===== src/rtl/i2s_sample_rx_pkg.sv =====
// rtl/i2s_sample_rx_pkg.sv - shared constants and state encoding for the I2S sample receiver
package i2s_sample_rx_pkg;

    localparam int DATA_W_DEF    = 18;
    localparam int SLOT_W_DEF    = 32;
    localparam int I2S_SKIP_BITS = 1;
    localparam int CNT_W         = 6;

    typedef enum logic [1:0] {
        IDLE  = 2'd0,
        SKIP  = 2'd1,
        SHIFT = 2'd2,
        DRAIN = 2'd3
    } state_e;

endpackage


===== src/rtl/i2s_sample_rx_sync_edge_det.sv =====
// rtl/i2s_sample_rx_sync_edge_det.sv - input synchroniser with registered edge pulse and aligned level
module sync_edge_det #(
    parameter int STAGES = 2
) (
    input  logic clock,
    input  logic reset,
    input  logic din,
    output logic level,
    output logic edge_det
);

    logic [STAGES-1:0] sync_q, sync_d;
    logic [STAGES:0]   vld_q, vld_d;
    logic              prev_q, prev_d;
    logic              edge_q, edge_d;

    // vld gates the edge pulse until the chain holds real samples, so the
    // first value seen after reset never looks like an edge.
    always_comb begin
        sync_d = {sync_q[STAGES-2:0], din};
        vld_d  = {vld_q[STAGES-1:0], 1'b1};
        prev_d = sync_q[STAGES-1];
        edge_d = vld_q[STAGES] & (sync_q[STAGES-1] ^ prev_q);
    end

    always_ff @(posedge clock) begin
        if (reset) begin
            sync_q <= '0;
            vld_q  <= '0;
            prev_q <= 1'b0;
            edge_q <= 1'b0;
        end else begin
            sync_q <= sync_d;
            vld_q  <= vld_d;
            prev_q <= prev_d;
            edge_q <= edge_d;
        end
    end

    assign level    = prev_q;
    assign edge_det = edge_q;

endmodule


===== src/rtl/i2s_sample_rx.sv =====
// rtl/i2s_sample_rx.sv - one-channel I2S deserialiser delivering DATA_W-bit samples with a strobe
module i2s_sample_rx
    import i2s_sample_rx_pkg::*;
#(
    parameter int DATA_W      = DATA_W_DEF,
    parameter int SLOT_W      = SLOT_W_DEF,
    parameter int SYNC_STAGES = 2
) (
    input  logic              clock,
    input  logic              reset,
    input  logic              enable,
    input  logic              chan_sel,
    input  logic              bclk_in,
    input  logic              lrclk_in,
    input  logic              sdata_in,
    output logic [DATA_W-1:0] dataout,
    output logic              endata,
    output logic              frame_err,
    output logic [CNT_W-1:0]  bit_cnt_dbg
);

    if (SYNC_STAGES < 2 || SLOT_W < DATA_W || SLOT_W > 64) begin : g_param_check
        $error("i2s_sample_rx: illegal SYNC_STAGES/SLOT_W/DATA_W combination");
    end

    localparam logic [CNT_W-1:0] LAST_BIT  = CNT_W'(DATA_W - 1);
    localparam logic [CNT_W-1:0] SKIP_LAST = CNT_W'(I2S_SKIP_BITS - 1);
    localparam logic [CNT_W-1:0] CNT_MAX   = '1;
    localparam bit               ONE_SKIP  = (I2S_SKIP_BITS == 1);

    logic bclk_level, bclk_edge, lr_level, lr_edge;
    logic brise, sel_now, new_slot, sdata_al;

    sync_edge_det #(.STAGES(SYNC_STAGES)) u_bclk_sync (
        .clock(clock), .reset(reset), .din(bclk_in), .level(bclk_level), .edge_det(bclk_edge)
    );

    sync_edge_det #(.STAGES(SYNC_STAGES)) u_lrclk_sync (
        .clock(clock), .reset(reset), .din(lrclk_in), .level(lr_level), .edge_det(lr_edge)
    );

    // One flop deeper than the plain synchroniser to line up with the registered edge pulses.
    logic [SYNC_STAGES:0] sdata_q, sdata_d;
    assign sdata_d  = {sdata_q[SYNC_STAGES-1:0], sdata_in};
    assign sdata_al = sdata_q[SYNC_STAGES];

    state_e            state_q, state_d;
    logic [CNT_W-1:0]  cnt_q, cnt_d;
    logic [DATA_W-1:0] shift_q, shift_d, shifted;
    logic [DATA_W-1:0] dataout_q, dataout_d;
    logic              endata_q, endata_d;
    logic              frame_err_q, frame_err_d;
    logic              sel_q, sel_d;

    assign brise    = bclk_edge & bclk_level;
    assign sel_now  = (state_q == IDLE) ? chan_sel : sel_q;
    assign new_slot = lr_edge & (lr_level == sel_now);
    assign shifted  = {shift_q[DATA_W-2:0], sdata_al};

    always_comb begin
        state_d     = state_q;
        cnt_d       = cnt_q;
        shift_d     = shift_q;
        dataout_d   = dataout_q;
        endata_d    = 1'b0;
        frame_err_d = 1'b0;
        sel_d       = (state_q == IDLE) ? chan_sel : sel_q;

        // An lrclk edge wins over a coincident brise; that brise is then the skip bit.
        if (lr_edge) begin
            frame_err_d = (state_q == SKIP) || (state_q == SHIFT);
            cnt_d       = '0;
            shift_d     = '0;
            if (!new_slot) begin
                state_d = IDLE;
            end else if (brise && ONE_SKIP) begin
                state_d = SHIFT;
            end else begin
                state_d = SKIP;
                if (brise) cnt_d = CNT_W'(1);
            end
        end else if (brise) begin
            case (state_q)
                SKIP: begin
                    if (cnt_q == SKIP_LAST) begin
                        state_d = SHIFT;
                        cnt_d   = '0;
                    end else begin
                        cnt_d = cnt_q + CNT_W'(1);
                    end
                end
                SHIFT: begin
                    shift_d = shifted;
                    cnt_d   = cnt_q + CNT_W'(1);
                    if (cnt_q == LAST_BIT) begin
                        dataout_d = shifted;
                        endata_d  = 1'b1;
                        state_d   = DRAIN;
                    end
                end
                DRAIN: begin
                    if (cnt_q != CNT_MAX) cnt_d = cnt_q + CNT_W'(1);
                end
                default: ;
            endcase
        end

        if (!enable) begin
            state_d     = IDLE;
            cnt_d       = '0;
            shift_d     = '0;
            dataout_d   = '0;
            endata_d    = 1'b0;
            frame_err_d = 1'b0;
        end
    end

    always_ff @(posedge clock) begin
        if (reset) begin
            state_q     <= IDLE;
            cnt_q       <= '0;
            shift_q     <= '0;
            dataout_q   <= '0;
            endata_q    <= 1'b0;
            frame_err_q <= 1'b0;
            sel_q       <= 1'b0;
            sdata_q     <= '0;
        end else begin
            state_q     <= state_d;
            cnt_q       <= cnt_d;
            shift_q     <= shift_d;
            dataout_q   <= dataout_d;
            endata_q    <= endata_d;
            frame_err_q <= frame_err_d;
            sel_q       <= sel_d;
            sdata_q     <= sdata_d;
        end
    end

    assign dataout     = dataout_q;
    assign endata      = endata_q;
    assign frame_err   = frame_err_q;
    assign bit_cnt_dbg = cnt_q;

endmodule


===== config.mk =====
export PLATFORM = sky130hd
export DESIGN_NAME = i2s_sample_rx
export DESIGN_NICKNAME = d
export VERILOG_FILES = /design/src/rtl/i2s_sample_rx_pkg.sv /design/src/rtl/i2s_sample_rx_sync_edge_det.sv /design/src/rtl/i2s_sample_rx.sv
export SDC_FILE = /design/constraint.sdc
export NUM_CORES = 1
export LEC_CHECK = 0
export BUFFER_PORTS_ARGS = -buffer_cell sky130_fd_sc_hd__buf_2
export CAP_MARGIN = 5
export CELL_PAD_IN_SITES_DETAIL_PLACEMENT = 0
export CELL_PAD_IN_SITES_GLOBAL_PLACEMENT = 1
export CORE_MARGIN = 10
export CORE_UTILIZATION = 37
export DETAILED_ROUTE_END_ITERATION = 8
export GPL_TIMING_DRIVEN = 0
export PLACE_DENSITY = 0.68
export SYNTH_ARGS = -nofsm -noshare
export SYNTH_HDL_FRONTEND = slang
export SYNTH_SLANG_ARGS = --single-unit

===== constraint.sdc =====
create_clock -name clock -period 2.5 [get_ports clock]
set_input_delay 0.5 -clock clock [delete_from_list [all_inputs] [get_ports clock]]
set_output_delay 0.5 -clock clock [all_outputs]
set_load 0.01 [all_outputs]

# Word level (Yosys, flattened, before mapping)
# Index checks and enable logic that the tools add are counted.
totals:
  regBits: 63
  wordCells: 66
op_classes:
  n_addsub: 1
  n_eq_ne: 9
  n_mux: 14
  bitwise_logic: 10
  reduce_logical: 14
op_table:
  columns: ["operator", "n"]
  rows:
  - ["one-hot mux 6 bit (3 select lines)", 1]
  - ["two-way mux 2 bit", 6]
  - ["two-way mux 6 bit", 2]
  - ["AND reduction 4 bit", 2]
  - ["adder 6 x 1 -> 6 bit (second input constant)", 1]
  - ["equality test 6 x 5 -> 1 bit (second input constant)", 1]
  - ["logical NOT 6 bit", 1]
  - ["!= test 3 x 1 -> 1 bit (second input constant)", 2]
  - ["!= test 6 bit (second input constant)", 1]
  - ["nonzero test 3 bit", 2]
  - ["OR reduction 3 bit", 2]
  - ["OR reduction 5 bit", 1]
  - ["bitwise AND 1 bit", 4]
  - ["equality test 2 bit (second input constant)", 2]
  - ["two-way mux 1 bit", 4]
  - ["inverter 1 bit", 4]
  - ["one-hot mux 2 bit (2 select lines)", 1]
  - ["AND reduction 3 bit", 1]
  - ["equality test 2 x 1 -> 1 bit (second input constant)", 1]
  - ["logical NOT 2 bit", 1]
  - ["!= test 2 bit (second input constant)", 1]
  - ["AND reduction 2 bit", 1]
  - ["nonzero test 2 bit", 1]
  - ["OR reduction 2 bit", 1]
  - ["other kinds (3)", 4]

# Logic depth before layout (Yosys ltp)
# Gate-level depths: netlist of run 1.
depth:
  ltp_word: 6
  mapped_depth: 8
  depth_no_buf: 6

# Cells and area by module
# From an unflattened synthesis of run 1, not the netlist that was laid out.
unflattened:
  hier_cells: 267
  area_unflattened_um2: 2368.5
by_module_without_submodules:
  columns: ["mod", "n_inst", "cells_per_inst", "area_each_um2", "seq_area_each_um2"]
  rows:
  - ["i2s_sample_rx", 1, 237, 1988.2, 980.9]
  - ["sync_edge_det", 2, 15, 190.2, 140.1]

# Least setup slack after synthesis of run 1
# Ideal clock, no wire load.
synth_path:
  path_type: "register -> register"
  startpoint: "register state_q[0]"
  endpoint: "register dataout_q[10], in the netlist dataout[10]"
  t_arrival_ns: 1.667
  slack_ns: 0.706
  path_stages_with_launch: 9
  cell_sequence: "dfxtp_1 -> inv_1 -> ha_1 -> nand3_2 -> nor4_2 -> buf_6 -> buf_12 -> mux2i_1 -> nor2_1"
synth_via:
  elab_chain_len: 2
synth_lines:
  columns: ["element", "line", "source"]
  rows:
  - ["start: declaration", "i2s_sample_rx.sv:47", "state_e state_q, state_d;"]
  - ["start signal: assignment", "i2s_sample_rx.sv:129", "state_q <= state_d;"]
  - ["equality test 2 bit", "i2s_sample_rx.sv:83", "case (state_q)"]
  - ["AND reduction 4 bit (no source line)", null, null]
  - ["end signal: assignment", "i2s_sample_rx.sv:132", "dataout_q <= dataout_d;"]
  - ["end: declaration", "i2s_sample_rx.sv:50", "logic [DATA_W-1:0] dataout_q, dataout_d;"]
# No other way between the ends.
# A chain may end at the register's enable or synchronous reset.

# Worst setup path in the final report of run 1
layout_path:
  startpoint: "register state_q[0]"
  endpoint: "register dataout_q[11], in the netlist dataout[11]"
# Same word-level chain as after synthesis.

==> impl_metrics.prom, run 1 <==
# TYPE chip_impl_metric gauge
chip_impl_metric{name="pwr_density_cell",unit="nW/um2"} 714
chip_impl_metric{name="syn-cell-area",unit="um2"} 2300
chip_impl_metric{name="min_delay_path_depth",unit=""} 2
chip_impl_metric{name="finish.utilization",unit=""} 0.464
chip_impl_metric{name="postLayoutCellArea",unit="um2"} 2780
chip_impl_metric{name="netlist_cell_types",unit=""} 35
chip_impl_metric{name="diodes",unit=""} 0
chip_impl_metric{name="worstPathMaxFanout",unit=""} 10
chip_impl_metric{name="grt_pass1_wl",unit="um"} 7980
chip_impl_metric{name="firstDrtPassIters",unit=""} 4
chip_impl_metric{name="synth_warnings",unit=""} 0
chip_impl_metric{name="layout.filler_cells",unit=""} 597
chip_impl_metric{name="power_frac_comb",unit=""} 0.019
chip_impl_info{name="regToRegStartpoint",value="state_q[0]"} 1
chip_impl_metric{name="synth-async-reset-ratio",unit=""} 0
chip_impl_metric{name="maxSlewHeadroom",unit=""} 0.639
chip_impl_metric{name="die_h",unit="um"} 98.8
chip_impl_metric{name="die-area",unit="um2"} 9770
chip_impl_metric{name="detailed_router_s_first_iteration_violation_count",unit=""} 70
chip_impl_metric{name="worst_slew_pin_slew",unit="ns"} 0.541
chip_impl_metric{name="num_io_pins",unit=""} 33
chip_impl_info{name="worst_hold_path_type",value="in2reg"} 1
chip_impl_metric{name="numCtsBuffers",unit=""} 9
chip_impl_metric{name="num_vias",unit=""} 1663
chip_impl_metric{name="htreeDepth",unit=""} 3
chip_impl_metric{name="yosysSeqAreaShare",unit=""} 0.522
chip_impl_metric{name="chipWidth",unit="um"} 98.8
chip_impl_metric{name="ir_drop",unit="mV"} 0.358
chip_impl_metric{name="floorplan.initialDensity",unit=""} 0.384
chip_impl_metric{name="worst_clock_skew",unit="ns"} 0.00856
chip_impl_metric{name="ant_nets",unit=""} 0
chip_impl_metric{name="maximum_number_of_pins_on_one_net_before_global_route_repair",unit=""} 11
chip_impl_metric{name="detail_route.wl_per_cell",unit="um"} 12.7
chip_impl_info{name="most-common-layout-cells",value="sky130_fd_sc_hd__dfxtp_1, sky130_fd_sc_hd__nand2_1, sky130_fd_sc_hd__buf_2"} 1
chip_impl_info{name="grt_setup_unrepaired",value="no"} 1
chip_impl_metric{name="cp.arrival",unit="ns"} 2.25
chip_impl_metric{name="clkPwrFrac",unit=""} 0.492
chip_impl_metric{name="detailed_place_hpwl",unit="um"} 3150
chip_impl_metric{name="finalCritPeriodShare",unit=""} 0.818
chip_impl_metric{name="switching_share",unit=""} 0.200
chip_impl_info{name="end_kind",value="flop"} 1
chip_impl_info{name="hp-start",value="bclk_in"} 1
chip_impl_metric{name="layout_cells_sized_above_1",unit=""} 0.193
chip_impl_metric{name="synth_largest_type_area_fraction",unit=""} 0.522
chip_impl_metric{name="report.final.slew_viol_count",unit=""} 0
chip_impl_metric{name="synth.avg_cell_area",unit="um2"} 9.66
chip_impl_metric{name="ys_ff_latch",unit=""} 60
chip_impl_metric{name="r2r.worst_path.cells",unit=""} 8
chip_impl_info{name="hold-path-endpoint",value="u_bclk_sync.sync_q[0]"} 1
chip_impl_info{name="cts_tree",value="yes"} 1
chip_impl_metric{name="core_region_area",unit="um2"} 5990
chip_impl_metric{name="placement_rows",unit=""} 28
chip_impl_metric{name="crit_required",unit="ns"} 2.71
chip_impl_metric{name="grt_overflow",unit=""} 0
chip_impl_metric{name="intPower",unit="mW"} 1.59
chip_impl_metric{name="viasPerCell",unit=""} 4.62
chip_impl_metric{name="clkSlewWorstSetupHoldPaths",unit="ns"} 0.07
chip_impl_metric{name="postCtsSetupRepairBufs",unit=""} 0
chip_impl_info{name="final_common_cell",value="sky130_fd_sc_hd__dfxtp_1"} 1
chip_impl_metric{name="hold_buffers",unit=""} 0
chip_impl_metric{name="cts_resized",unit=""} 0
chip_impl_metric{name="clock_sinks",unit=""} 60
chip_impl_metric{name="global_route.usage.total",unit=""} 0.100
chip_impl_metric{name="port_buf_inserts",unit=""} 32
chip_impl_info{name="synth_area_leaders",value="sky130_fd_sc_hd__dfxtp_1, sky130_fd_sc_hd__mux2i_1, sky130_fd_sc_hd__nand2_1"} 1
chip_impl_metric{name="timing_hold_violations_final",unit=""} 0
chip_impl_metric{name="finalNetCount",unit=""} 295
chip_impl_metric{name="number_of_instances_in_the_synthesized_netlist",unit=""} 238
chip_impl_metric{name="route.detailed.drc",unit=""} 0
chip_impl_metric{name="gpl.final_weighted_congestion",unit=""} 0.791
chip_impl_info{name="status",value="complete, no violations"} 1
chip_impl_metric{name="finalSetupTns",unit="ns"} 0
chip_impl_metric{name="minimum_setup_slack_among_reg_to_reg_paths",unit="ns"} 0.46
chip_impl_info{name="worst_setup_path_start_kind",value="flop"} 1
chip_impl_metric{name="setup_viol_count_final",unit=""} 0
chip_impl_metric{name="area_growth",unit="%"} 20.8
chip_impl_metric{name="whs",unit="ns"} 0.372
chip_impl_metric{name="wire_length_reported_by_the_detailed_router",unit="um"} 4560
chip_impl_metric{name="leakagePower",unit="nW"} 1.06
chip_impl_info{name="synthFlopType",value="sky130_fd_sc_hd__dfxtp_1"} 1
chip_impl_metric{name="max_cap_viol_count",unit=""} 0
chip_impl_metric{name="maxClockFrequency",unit="MHz"} 489
chip_impl_metric{name="finalWorstPathRequiredPeriod",unit="ns"} 2.04
chip_impl_metric{name="initial_antenna_violation_count",unit=""} 0
chip_impl_metric{name="synth-edff-count",unit=""} 0
chip_impl_metric{name="clock_path_buffers",unit=""} 2
chip_impl_info{name="clock-root-buffer",value="sky130_fd_sc_hd__clkbuf_8"} 1
chip_impl_info{name="criticalPathCategory",value="reg2reg"} 1
chip_impl_metric{name="power.switching",unit="mW"} 0.396
chip_impl_info{name="worst_r2r_dst",value="dataout[11]"} 1
chip_impl_metric{name="first_global_vias",unit=""} 1673
chip_impl_info{name="most_area_hungry_cell_type_in_the_yosys_netlist",value="sky130_fd_sc_hd__dfxtp_1"} 1
chip_impl_metric{name="clk-insertion-delay-late",unit="ns"} 0.33
chip_impl_metric{name="placement.cell_area",unit="um2"} 2550
chip_impl_metric{name="power.share.sequential",unit=""} 0.488
chip_impl_metric{name="syn_nets",unit=""} 252
[cell families (layout without fill, tap and decap cells)]
logic type,count (synthesis),after routing,share of synthesized area
compound gates,31,31,0.0909
flops,60,60,0.522
mux,20,20,0.0871
fa+ha+maj,7,7,0.0381
simple gates,98,98,0.202
buf+inv,16,63,0.0365
xor+xnor,6,6,0.0229
[layer usage]
metal | GRT usage | share of wire | vias up
met1 | 0.126 | 0.51 | 752
met4 | 0.0496 | 0.018 | 0
met2 | 0.140 | 0.41 | 29
met5 | 0 | 0 | -
li1 | - | - | 874
met3 | 0.0461 | 0.057 | 8
[how the worst max path moves through the flow]
stage,start,end,slack [ns],depth (start not counted)
2_1_floorplan,state_q[0],dataout[10],0.71,8
3_3_place_gp,state_q[0],dataout[17],0.44,8
3_5_place_dp,state_q[0],dataout[11],0.44,8
4_1_cts,state_q[0],dataout[11],0.41,8
5_1_grt,state_q[0],dataout[12],0.22,8
6_report,state_q[0],dataout[11],0.46,8
[flip-flops by register name, summed over array words and instances (netlist names)]
name	flops
bit_cnt_dbg	6
dataout	18
endata	1
frame_err	1
sdata_q	3
sel_q	1
shift_q	17
state_q	2
u_bclk_sync.edge_det	1
u_bclk_sync.level	1
u_bclk_sync.sync_q	2
u_bclk_sync.vld_q	3
u_lrclk_sync.edge_det	1
u_lrclk_sync.level	1
u_lrclk_sync.sync_q	2
[area by class of cell]
| type | count | area, um2 | area share |
|---|---|---|---|
| Multi-Input combinational cell | 162 | 1010 | 0.365 |
| Clock inverter | 4 | 72.6 | 0.0261 |
| Inverter | 6 | 22.5 | 0.00811 |
| Sequential cell | 60 | 1200 | 0.432 |
| Clock buffer | 11 | 151 | 0.0545 |
| Tap cell | 75 | 93.8 | 0.0338 |
| Timing Repair Buffer | 32 | 160 | 0.0577 |
| Buffer | 10 | 61.3 | 0.0221 |
[critical path: stages (launching register included)]
cell and delay (ns):
sky130_fd_sc_hd__dfxtp_1 0.34, sky130_fd_sc_hd__inv_1 0.09, sky130_fd_sc_hd__ha_1 0.30, sky130_fd_sc_hd__nand3_2 0.24
sky130_fd_sc_hd__nor4_2 0.33, sky130_fd_sc_hd__buf_6 0.22, sky130_fd_sc_hd__buf_12 0.16, sky130_fd_sc_hd__mux2i_1 0.19
sky130_fd_sc_hd__nor2_1 0.05
[cells in the mapped netlist, types with 2 or more instances]
cell type / number
sky130_fd_sc_hd__dfxtp_1: 60
sky130_fd_sc_hd__nand2_1: 40
sky130_fd_sc_hd__nor2_1: 30
sky130_fd_sc_hd__mux2i_1: 20
sky130_fd_sc_hd__a21oi_1: 19
sky130_fd_sc_hd__nor2b_1: 12
sky130_fd_sc_hd__clkbuf_1: 7
sky130_fd_sc_hd__ha_1: 7
sky130_fd_sc_hd__inv_1: 6
sky130_fd_sc_hd__xnor2_1: 5
sky130_fd_sc_hd__a211oi_1: 2
sky130_fd_sc_hd__and3_1: 2
sky130_fd_sc_hd__nor3b_1: 2
sky130_fd_sc_hd__nor4_2: 2
sky130_fd_sc_hd__o31a_1: 2
sky130_fd_sc_hd__or2_1: 2
sky130_fd_sc_hd__or3_4: 2
[power groups by stage]
stage | clock, mW | combinational (mW) | sequential [mW]
floorplan | 0 | 0.0256 | 0.990
global placement | 0 | 0.0390 | 0.991
detailed placement | 0 | 0.0389 | 0.991
CTS | 1.01 | 0.0389 | 0.969
global route | 1.05 | 0.0429 | 0.969
finish | 0.977 | 0.0378 | 0.969
[metrics by stage]
step	setup slack, ns	std cells	power [mW]
2_1_floorplan	0.706	238	1.02
3_3_place_gp	0.442	345	1.03
3_5_place_dp	0.444	345	1.03
4_1_cts	0.412	360	2.01
5_1_grt	0.223	360	2.07
6_report	0.456	360	1.98
Power figures use the tool's default switching activity.
==> run 2, diff against run 1 <==
--- a/config.mk
+++ b/config.mk
@@ -13,7 +13,7 @@
 export CORE_UTILIZATION = 37
 export DETAILED_ROUTE_END_ITERATION = 8
 export GPL_TIMING_DRIVEN = 0
-export PLACE_DENSITY = 0.68
+export PLACE_DENSITY = 0.7
 export SYNTH_ARGS = -nofsm -noshare
 export SYNTH_HDL_FRONTEND = slang
 export SYNTH_SLANG_ARGS = --single-unit
==> constraint.sdc (replaced) <==
create_clock -name clock -period 1.81 [get_ports clock]
set_input_delay 0.362 -clock clock [delete_from_list [all_inputs] [get_ports clock]]
set_output_delay 0.362 -clock clock [all_outputs]
set_load 0.01 [all_outputs]
==> impl_metrics.prom, run 2 (synthesis gave the netlist of run 1 again) <==
# TYPE chip_impl_metric gauge
chip_impl_metric{name="first_global_vias",unit=""} 1669
chip_impl_metric{name="hold_buffers",unit=""} 0
chip_impl_metric{name="grt_overflow",unit=""} 0
chip_impl_metric{name="ant_nets",unit=""} 0
chip_impl_metric{name="worst_slew_pin_slew",unit="ns"} 0.517
chip_impl_metric{name="wire_length_reported_by_the_detailed_router",unit="um"} 4720
chip_impl_metric{name="worst_clock_skew",unit="ns"} 0.00948
chip_impl_metric{name="r2r.worst_path.cells",unit=""} 4
chip_impl_metric{name="maximum_number_of_pins_on_one_net_before_global_route_repair",unit=""} 11
chip_impl_metric{name="route.detailed.drc",unit=""} 0
chip_impl_metric{name="setup_viol_count_final",unit=""} 0
chip_impl_metric{name="grt_pass1_wl",unit="um"} 7860
chip_impl_metric{name="ir_drop",unit="mV"} 0.466
chip_impl_info{name="crit_chain",value="or3_4 -> or3_4 -> o41ai_4 -> a211oi_1"} 1
chip_impl_metric{name="viasPerCell",unit=""} 4.71
chip_impl_metric{name="placement.cell_area",unit="um2"} 2550
chip_impl_info{name="cts_tree",value="yes"} 1
chip_impl_metric{name="postLayoutCellArea",unit="um2"} 2920
chip_impl_metric{name="num_io_pins",unit=""} 33
chip_impl_metric{name="largest_reg_flops",unit=""} 18
chip_impl_metric{name="cpPeakStageDelay",unit="ns"} 0.42
chip_impl_metric{name="worstPathMaxFanout",unit=""} 5
chip_impl_info{name="clock-root-buffer",value="sky130_fd_sc_hd__clkbuf_8"} 1
chip_impl_metric{name="placement_rows",unit=""} 28
chip_impl_metric{name="clk-insertion-delay-late",unit="ns"} 0.34
chip_impl_metric{name="layout_cells_sized_above_1",unit=""} 0.251
chip_impl_metric{name="gpl.final_weighted_congestion",unit=""} 0.736
chip_impl_metric{name="crit_required",unit="ns"} 2.03
chip_impl_info{name="end_kind",value="flop"} 1
chip_impl_info{name="timing.critical_path.slowest_stage_cell",value="sky130_fd_sc_hd__or3_4"} 1
chip_impl_metric{name="core_region_area",unit="um2"} 5990
chip_impl_metric{name="power.share.sequential",unit=""} 0.470
chip_impl_metric{name="chipWidth",unit="um"} 98.8
chip_impl_metric{name="finalNetCount",unit=""} 301
chip_impl_metric{name="pwr_density_cell",unit="nW/um2"} 977
chip_impl_metric{name="max_cap_viol_count",unit=""} 0
chip_impl_metric{name="timing_hold_violations_final",unit=""} 0
chip_impl_metric{name="finalWorstPathRequiredPeriod",unit="ns"} 1.75
chip_impl_metric{name="clkPwrFrac",unit=""} 0.512
chip_impl_metric{name="htreeDepth",unit=""} 3
chip_impl_metric{name="area_growth",unit="%"} 26.8
chip_impl_metric{name="cp.arrival",unit="ns"} 1.97
chip_impl_metric{name="finish.utilization",unit=""} 0.487
chip_impl_metric{name="maxClockFrequency",unit="MHz"} 572
chip_impl_metric{name="finalSetupTns",unit="ns"} 0
chip_impl_metric{name="num_vias",unit=""} 1724
chip_impl_metric{name="clock_sinks",unit=""} 60
chip_impl_info{name="worst_setup_path_start_kind",value="flop"} 1
chip_impl_metric{name="power.switching",unit="mW"} 0.556
chip_impl_metric{name="die-area",unit="um2"} 9770
chip_impl_info{name="final_common_cell",value="sky130_fd_sc_hd__dfxtp_1"} 1
chip_impl_metric{name="switching_share",unit=""} 0.195
chip_impl_metric{name="global_route.usage.total",unit=""} 0.0997
chip_impl_metric{name="clock_path_buffers",unit=""} 2
chip_impl_metric{name="port_buf_inserts",unit=""} 32
chip_impl_metric{name="report.power.total",unit="mW"} 2.85
chip_impl_metric{name="floorplan.initialDensity",unit=""} 0.384
chip_impl_metric{name="leakagePower",unit="nW"} 1.12
chip_impl_metric{name="initial_antenna_violation_count",unit=""} 0
chip_impl_metric{name="intPower",unit="mW"} 2.29
chip_impl_info{name="worst_hold_path_type",value="in2reg"} 1
chip_impl_metric{name="numCtsBuffers",unit=""} 9
chip_impl_metric{name="power_frac_comb",unit=""} 0.019
chip_impl_info{name="grt_setup_unrepaired",value="yes"} 1
chip_impl_metric{name="die_h",unit="um"} 98.8
chip_impl_metric{name="firstDrtPassIters",unit=""} 4
chip_impl_metric{name="min_delay_path_depth",unit=""} 2
chip_impl_metric{name="diodes",unit=""} 0
chip_impl_metric{name="report.final.slew_viol_count",unit=""} 0
chip_impl_metric{name="maxSlewHeadroom",unit=""} 0.656
chip_impl_info{name="most-common-layout-cells",value="sky130_fd_sc_hd__dfxtp_1, sky130_fd_sc_hd__nand2_1, sky130_fd_sc_hd__buf_2"} 1
chip_impl_metric{name="clkSlewWorstSetupHoldPaths",unit="ns"} 0.07
chip_impl_info{name="criticalPathCategory",value="reg2reg"} 1
chip_impl_metric{name="finalCritPeriodShare",unit=""} 0.967
chip_impl_metric{name="detailed_place_hpwl",unit="um"} 3220
chip_impl_info{name="status",value="complete, no violations"} 1
chip_impl_metric{name="detail_route.wl_per_cell",unit="um"} 12.9
chip_impl_info{name="worst_path_most_repeated_cell",value="sky130_fd_sc_hd__or3_4"} 1
chip_impl_metric{name="detailed_router_s_first_iteration_violation_count",unit=""} 78
run 2: changes by cell type in the layout (fill, tap and decap cells not counted), moves of 2 or more:
cell	change
sky130_fd_sc_hd__clkbuf_2	+2
sky130_fd_sc_hd__clkbuf_1	-3
sky130_fd_sc_hd__ha_4	+2
sky130_fd_sc_hd__dfxtp_2	+3
sky130_fd_sc_hd__buf_4	+6
sky130_fd_sc_hd__ha_1	-2
sky130_fd_sc_hd__dfxtp_1	-4
run 2: metal layers:
| layer | vias up | share of wire | track usage | routed length [um] |
|---|---|---|---|---|
| met4 | 0 | 0.024 | 0.0695 | 114 |
| met1 | 784 | 0.50 | 0.123 | 2380 |
| met3 | 10 | 0.066 | 0.0398 | 312 |
| met2 | 41 | 0.40 | 0.138 | 1910 |
| met5 | - | 0 | 0 | 0 |
| li1 | 889 | - | - | - |
run 2: power by group through the flow:
stage               clock network [mW]  registers (mW)  logic [mW]
floorplan                            0            1.37      0.0354
global placement                     0            1.37      0.0537
detailed placement                   0            1.37      0.0531
CTS                               1.50            1.34      0.0536
global route                      1.55            1.34      0.0602
finish                            1.46            1.34      0.0528
run 2: per-stage QoR:
step,instances,worst slack (ns),hold WS (ns)
floorplan,238,0.0155,0.414
global route,366,-0.0263,0.230
global placement,345,-0.247,0.417
CTS,362,-0.00864,0.214
detailed placement,345,-0.286,0.423
finish,366,0.0604,0.230
run 2: worst paths after layout:
path         slack (ns)            from        endpoint
max                0.06  bit_cnt_dbg[2]  bit_cnt_dbg[2]
max reg2reg        0.06  bit_cnt_dbg[2]  bit_cnt_dbg[2]
min                0.23           reset      sdata_q[1]
min reg2reg        0.43      sdata_q[1]      sdata_q[2]
run 2: area by class of cell:
| type | count | area, um2 |
|---|---|---|
| timing repair buffer | 39 | 225 |
| clock inverter | 5 | 100 |
| clock buffer | 10 | 138 |
| sequential | 60 | 1210 |
| buffer | 9 | 60.1 |
| tap | 75 | 93.8 |
| fill | 580 | 3080 |
| inverter | 6 | 22.5 |
| multi-input combinational | 162 | 1070 |
run 2: critical path: cells and delay by family (launching register included):
family / cells / cell delay [ns]
simple gates: 2 / 0.77
flops: 1 / 0.35
compound gates: 2 / 0.50
run 2: what timing repair did:
item	CTS	global route
cloned	0	0
setup buffers	2	5
endpoints found under the setup margin	33	34
resized for setup	6	10
pin swaps	0	1
endpoints found under the hold margin	0	0
==> run 3, diff against run 2 <==
--- a/config.mk
+++ b/config.mk
@@ -9,6 +9,7 @@
 export CAP_MARGIN = 5
 export CELL_PAD_IN_SITES_DETAIL_PLACEMENT = 0
 export CELL_PAD_IN_SITES_GLOBAL_PLACEMENT = 1
+export CORE_ASPECT_RATIO = 1.5
 export CORE_MARGIN = 10
 export CORE_UTILIZATION = 37
 export DETAILED_ROUTE_END_ITERATION = 8
==> constraint.sdc (replaced) <==
create_clock -name clock -period 1.6 [get_ports clock]
set_input_delay 0.32 -clock clock [delete_from_list [all_inputs] [get_ports clock]]
set_output_delay 0.32 -clock clock [all_outputs]
set_load 0.01 [all_outputs]
==> impl_metrics.prom, run 3 (synthesis gave the netlist of run 1 again) <==
# TYPE chip_impl_metric gauge
chip_impl_info{name="status",value="finished with violations"} 1
chip_impl_info{name="violations_in_the_final_reports",value="negative setup slack"} 1
chip_impl_metric{name="cpPeakStageDelay",unit="ns"} 0.39
chip_impl_metric{name="power.share.sequential",unit=""} 0.525
chip_impl_metric{name="minimum_setup_slack_among_reg_to_reg_paths",unit="ns"} -0.05
chip_impl_info{name="crit_chain",value="or3_4 -> nor4_4 -> buf_6 -> clkbuf_16 -> mux2i_1 -> nor2_1"} 1
chip_impl_metric{name="grt_pass1_wl",unit="um"} 8180
chip_impl_metric{name="power.switching",unit="mW"} 0.622
chip_impl_metric{name="numCtsBuffers",unit=""} 9
chip_impl_metric{name="clkSlewWorstSetupHoldPaths",unit="ns"} 0.06
chip_impl_metric{name="finalWorstPathRequiredPeriod",unit="ns"} 1.65
chip_impl_metric{name="worstPathBufferInverterCount",unit=""} 2
chip_impl_metric{name="crit_required",unit="ns"} 1.81
chip_impl_metric{name="setup_viol_count_final",unit=""} 23
chip_impl_info{name="end_kind",value="flop"} 1
chip_impl_info{name="gr-max-usage-layer",value="met2"} 1
chip_impl_metric{name="core_region_area",unit="um2"} 6090
chip_impl_metric{name="placement_rows",unit=""} 35
chip_impl_metric{name="grtUsageMet3",unit=""} 0.0482
chip_impl_metric{name="num_io_pins",unit=""} 33
chip_impl_metric{name="leakagePower",unit="nW"} 1.14
chip_impl_metric{name="wire_length_reported_by_the_detailed_router",unit="um"} 4950
chip_impl_metric{name="sequential_cell_area",unit="um2"} 1220
chip_impl_info{name="most-common-layout-cells",value="sky130_fd_sc_hd__dfxtp_1, sky130_fd_sc_hd__nand2_1, sky130_fd_sc_hd__buf_2"} 1
chip_impl_metric{name="timing_hold_violations_final",unit=""} 0
chip_impl_metric{name="placement.cell_area",unit="um2"} 2580
chip_impl_metric{name="port_buf_inserts",unit=""} 32
chip_impl_metric{name="finish.utilization",unit=""} 0.489
chip_impl_metric{name="cp.depth",unit=""} 6
chip_impl_metric{name="num_vias",unit=""} 1744
chip_impl_metric{name="die_h",unit="um"} 117
chip_impl_info{name="regToRegStartpoint",value="bit_cnt_dbg[3]"} 1
chip_impl_info{name="criticalPathCategory",value="reg2reg"} 1
chip_impl_metric{name="report.power.total",unit="mW"} 2.88
chip_impl_metric{name="worstPathMaxFanout",unit=""} 5
chip_impl_metric{name="clk-insertion-delay-late",unit="ns"} 0.34
chip_impl_metric{name="finalCritPeriodShare",unit=""} 1.03
chip_impl_info{name="hold-path-endpoint",value="u_lrclk_sync.sync_q[0]"} 1
chip_impl_metric{name="chipWidth",unit="um"} 84.4
chip_impl_info{name="hp-start",value="lrclk_in"} 1
chip_impl_metric{name="min_delay_path_depth",unit=""} 2
chip_impl_metric{name="die-area",unit="um2"} 9830
chip_impl_metric{name="layout.filler_cells",unit=""} 616
chip_impl_info{name="cts_tree",value="yes"} 1
chip_impl_metric{name="clkPwrFrac",unit=""} 0.454
chip_impl_metric{name="clock_path_buffers",unit=""} 2
chip_impl_metric{name="htreeDepth",unit=""} 3
chip_impl_info{name="worst_hold_path_type",value="in2reg"} 1
chip_impl_info{name="timing.critical_path.slowest_stage_cell",value="sky130_fd_sc_hd__or3_4"} 1
chip_impl_metric{name="clock_sinks",unit=""} 60
chip_impl_info{name="grt_setup_unrepaired",value="yes"} 1
chip_impl_metric{name="preCtsSetupSlack",unit="ns"} -0.272
chip_impl_metric{name="whs",unit="ns"} 0.187
chip_impl_metric{name="route.detailed.drc",unit=""} 0
chip_impl_metric{name="power_frac_comb",unit=""} 0.022
chip_impl_metric{name="first_global_vias",unit=""} 1780
chip_impl_metric{name="worst_slew_pin_slew",unit="ns"} 0.507
chip_impl_metric{name="detailed_place_hpwl",unit="um"} 3360
chip_impl_metric{name="initial_antenna_violation_count",unit=""} 0
chip_impl_metric{name="hold_buffers",unit=""} 0
chip_impl_metric{name="cp.arrival",unit="ns"} 1.86
chip_impl_metric{name="floorplan.initialDensity",unit=""} 0.378
chip_impl_metric{name="maximum_number_of_pins_on_one_net_before_global_route_repair",unit=""} 11
chip_impl_metric{name="global_route.usage.total",unit=""} 0.104
chip_impl_metric{name="finalNetCount",unit=""} 307
chip_impl_metric{name="viasPerCell",unit=""} 4.69
chip_impl_info{name="final_common_cell",value="sky130_fd_sc_hd__dfxtp_1"} 1
chip_impl_metric{name="maxClockFrequency",unit="MHz"} 606
chip_impl_metric{name="setup_slack",unit="ns"} -0.0496
chip_impl_metric{name="diodes",unit=""} 0
chip_impl_metric{name="worst_clock_skew",unit="ns"} 0.00676
chip_impl_metric{name="grt_overflow",unit=""} 0
chip_impl_metric{name="area_growth",unit="%"} 29.4
chip_impl_metric{name="ir_drop",unit="mV"} 0.622
chip_impl_metric{name="pwr_density_cell",unit="nW/um2"} 968
chip_impl_metric{name="global_route.usage.met2",unit=""} 0.176
chip_impl_metric{name="report.final.slew_viol_count",unit=""} 0
chip_impl_metric{name="layout_cells_sized_above_1",unit=""} 0.295
chip_impl_info{name="clock-root-buffer",value="sky130_fd_sc_hd__clkbuf_8"} 1
chip_impl_metric{name="postLayoutCellArea",unit="um2"} 2980
chip_impl_metric{name="max_cap_viol_count",unit=""} 0
chip_impl_metric{name="ant_nets",unit=""} 0
chip_impl_metric{name="firstDrtPassIters",unit=""} 3
chip_impl_metric{name="switching_share",unit=""} 0.216
chip_impl_info{name="worst_setup_path_start_kind",value="flop"} 1
chip_impl_metric{name="multi_input_combinational_cell_area",unit="um2"} 1090
chip_impl_metric{name="largest_reg_flops",unit=""} 18
chip_impl_info{name="worst_r2r_dst",value="dataout[17]"} 1
chip_impl_metric{name="detail_route.wl_per_cell",unit="um"} 13.3
chip_impl_metric{name="maxSlewHeadroom",unit=""} 0.662
chip_impl_metric{name="intPower",unit="mW"} 2.26
chip_impl_metric{name="gpl.final_weighted_congestion",unit=""} 0.780
chip_impl_metric{name="detailed_router_s_first_iteration_violation_count",unit=""} 85
chip_impl_metric{name="r2r.worst_path.cells",unit=""} 6
chip_impl_info{name="critical-path-top-delay-family",value="simple AND/OR/NAND/NOR gates"} 1
chip_impl_metric{name="use_met1",unit=""} 0.106
[run 3: per-layer routing]
metal / share of wire / up-vias
li1: - / 903
met1: 0.42 / 801
met2: 0.50 / 30
met3: 0.059 / 10
met4: 0.021 / 0
met5: 0 / -
[run 3: worst max path at each step]
stage | from | end
floorplan | bit_cnt_dbg[2] | bit_cnt_dbg[3]
global placement | state_q[1] | bit_cnt_dbg[2]
detailed placement | state_q[1] | bit_cnt_dbg[2]
CTS | bit_cnt_dbg[2] | dataout[10]
global route | state_q[0] | dataout[0]
finish | bit_cnt_dbg[3] | dataout[17]
[run 3: repair_timing]
item | in CTS | in global routing
setup endpoints to repair | 35 | 34
gates resized for setup | 14 | 4
gates cloned | 0 | 1
setup buffers | 10 | 4
pin swaps | 10 | 1
[run 3: worst register-to-register path, delay by kind of cell, from the launching register on]
kind                   cells  cell delay (ns)
buffers and inverters      2             0.34
DFF                        1             0.34
muxes                      1             0.18
and+or+nand+nor            3             0.66
[run 3: power groups by stage]
stage / logic, mW / registers (mW) / clock network (mW)
CTS: 0.0645 / 1.51 / 1.34
detailed placement: 0.0614 / 1.55 / 0
finish: 0.0633 / 1.51 / 1.31
global placement: 0.0609 / 1.55 / 0
global route: 0.0723 / 1.51 / 1.41
floorplan: 0.0402 / 1.55 / 0
[run 3: area by class of cell]
cell class	instances	share of cell area
Inverter	6	0.00841
Sequential cell	60	0.409
Clock buffer	13	0.0601
Timing Repair Buffer	47	0.102
Multi-Input combinational cell	162	0.366
Tap cell	74	0.0311
Buffer	7	0.0177
Clock inverter	3	0.00631
[run 3: metrics by stage]
| step | setup TNS, ns | cells |
|---|---|---|
| after detailed placement | -6.40 | 344 |
| after CTS | -0.762 | 369 |
| final | -0.580 | 372 |
| after global placement | -5.89 | 344 |
| after global routing | -2.58 | 372 |
| after floorplan | -0.526 | 238 |
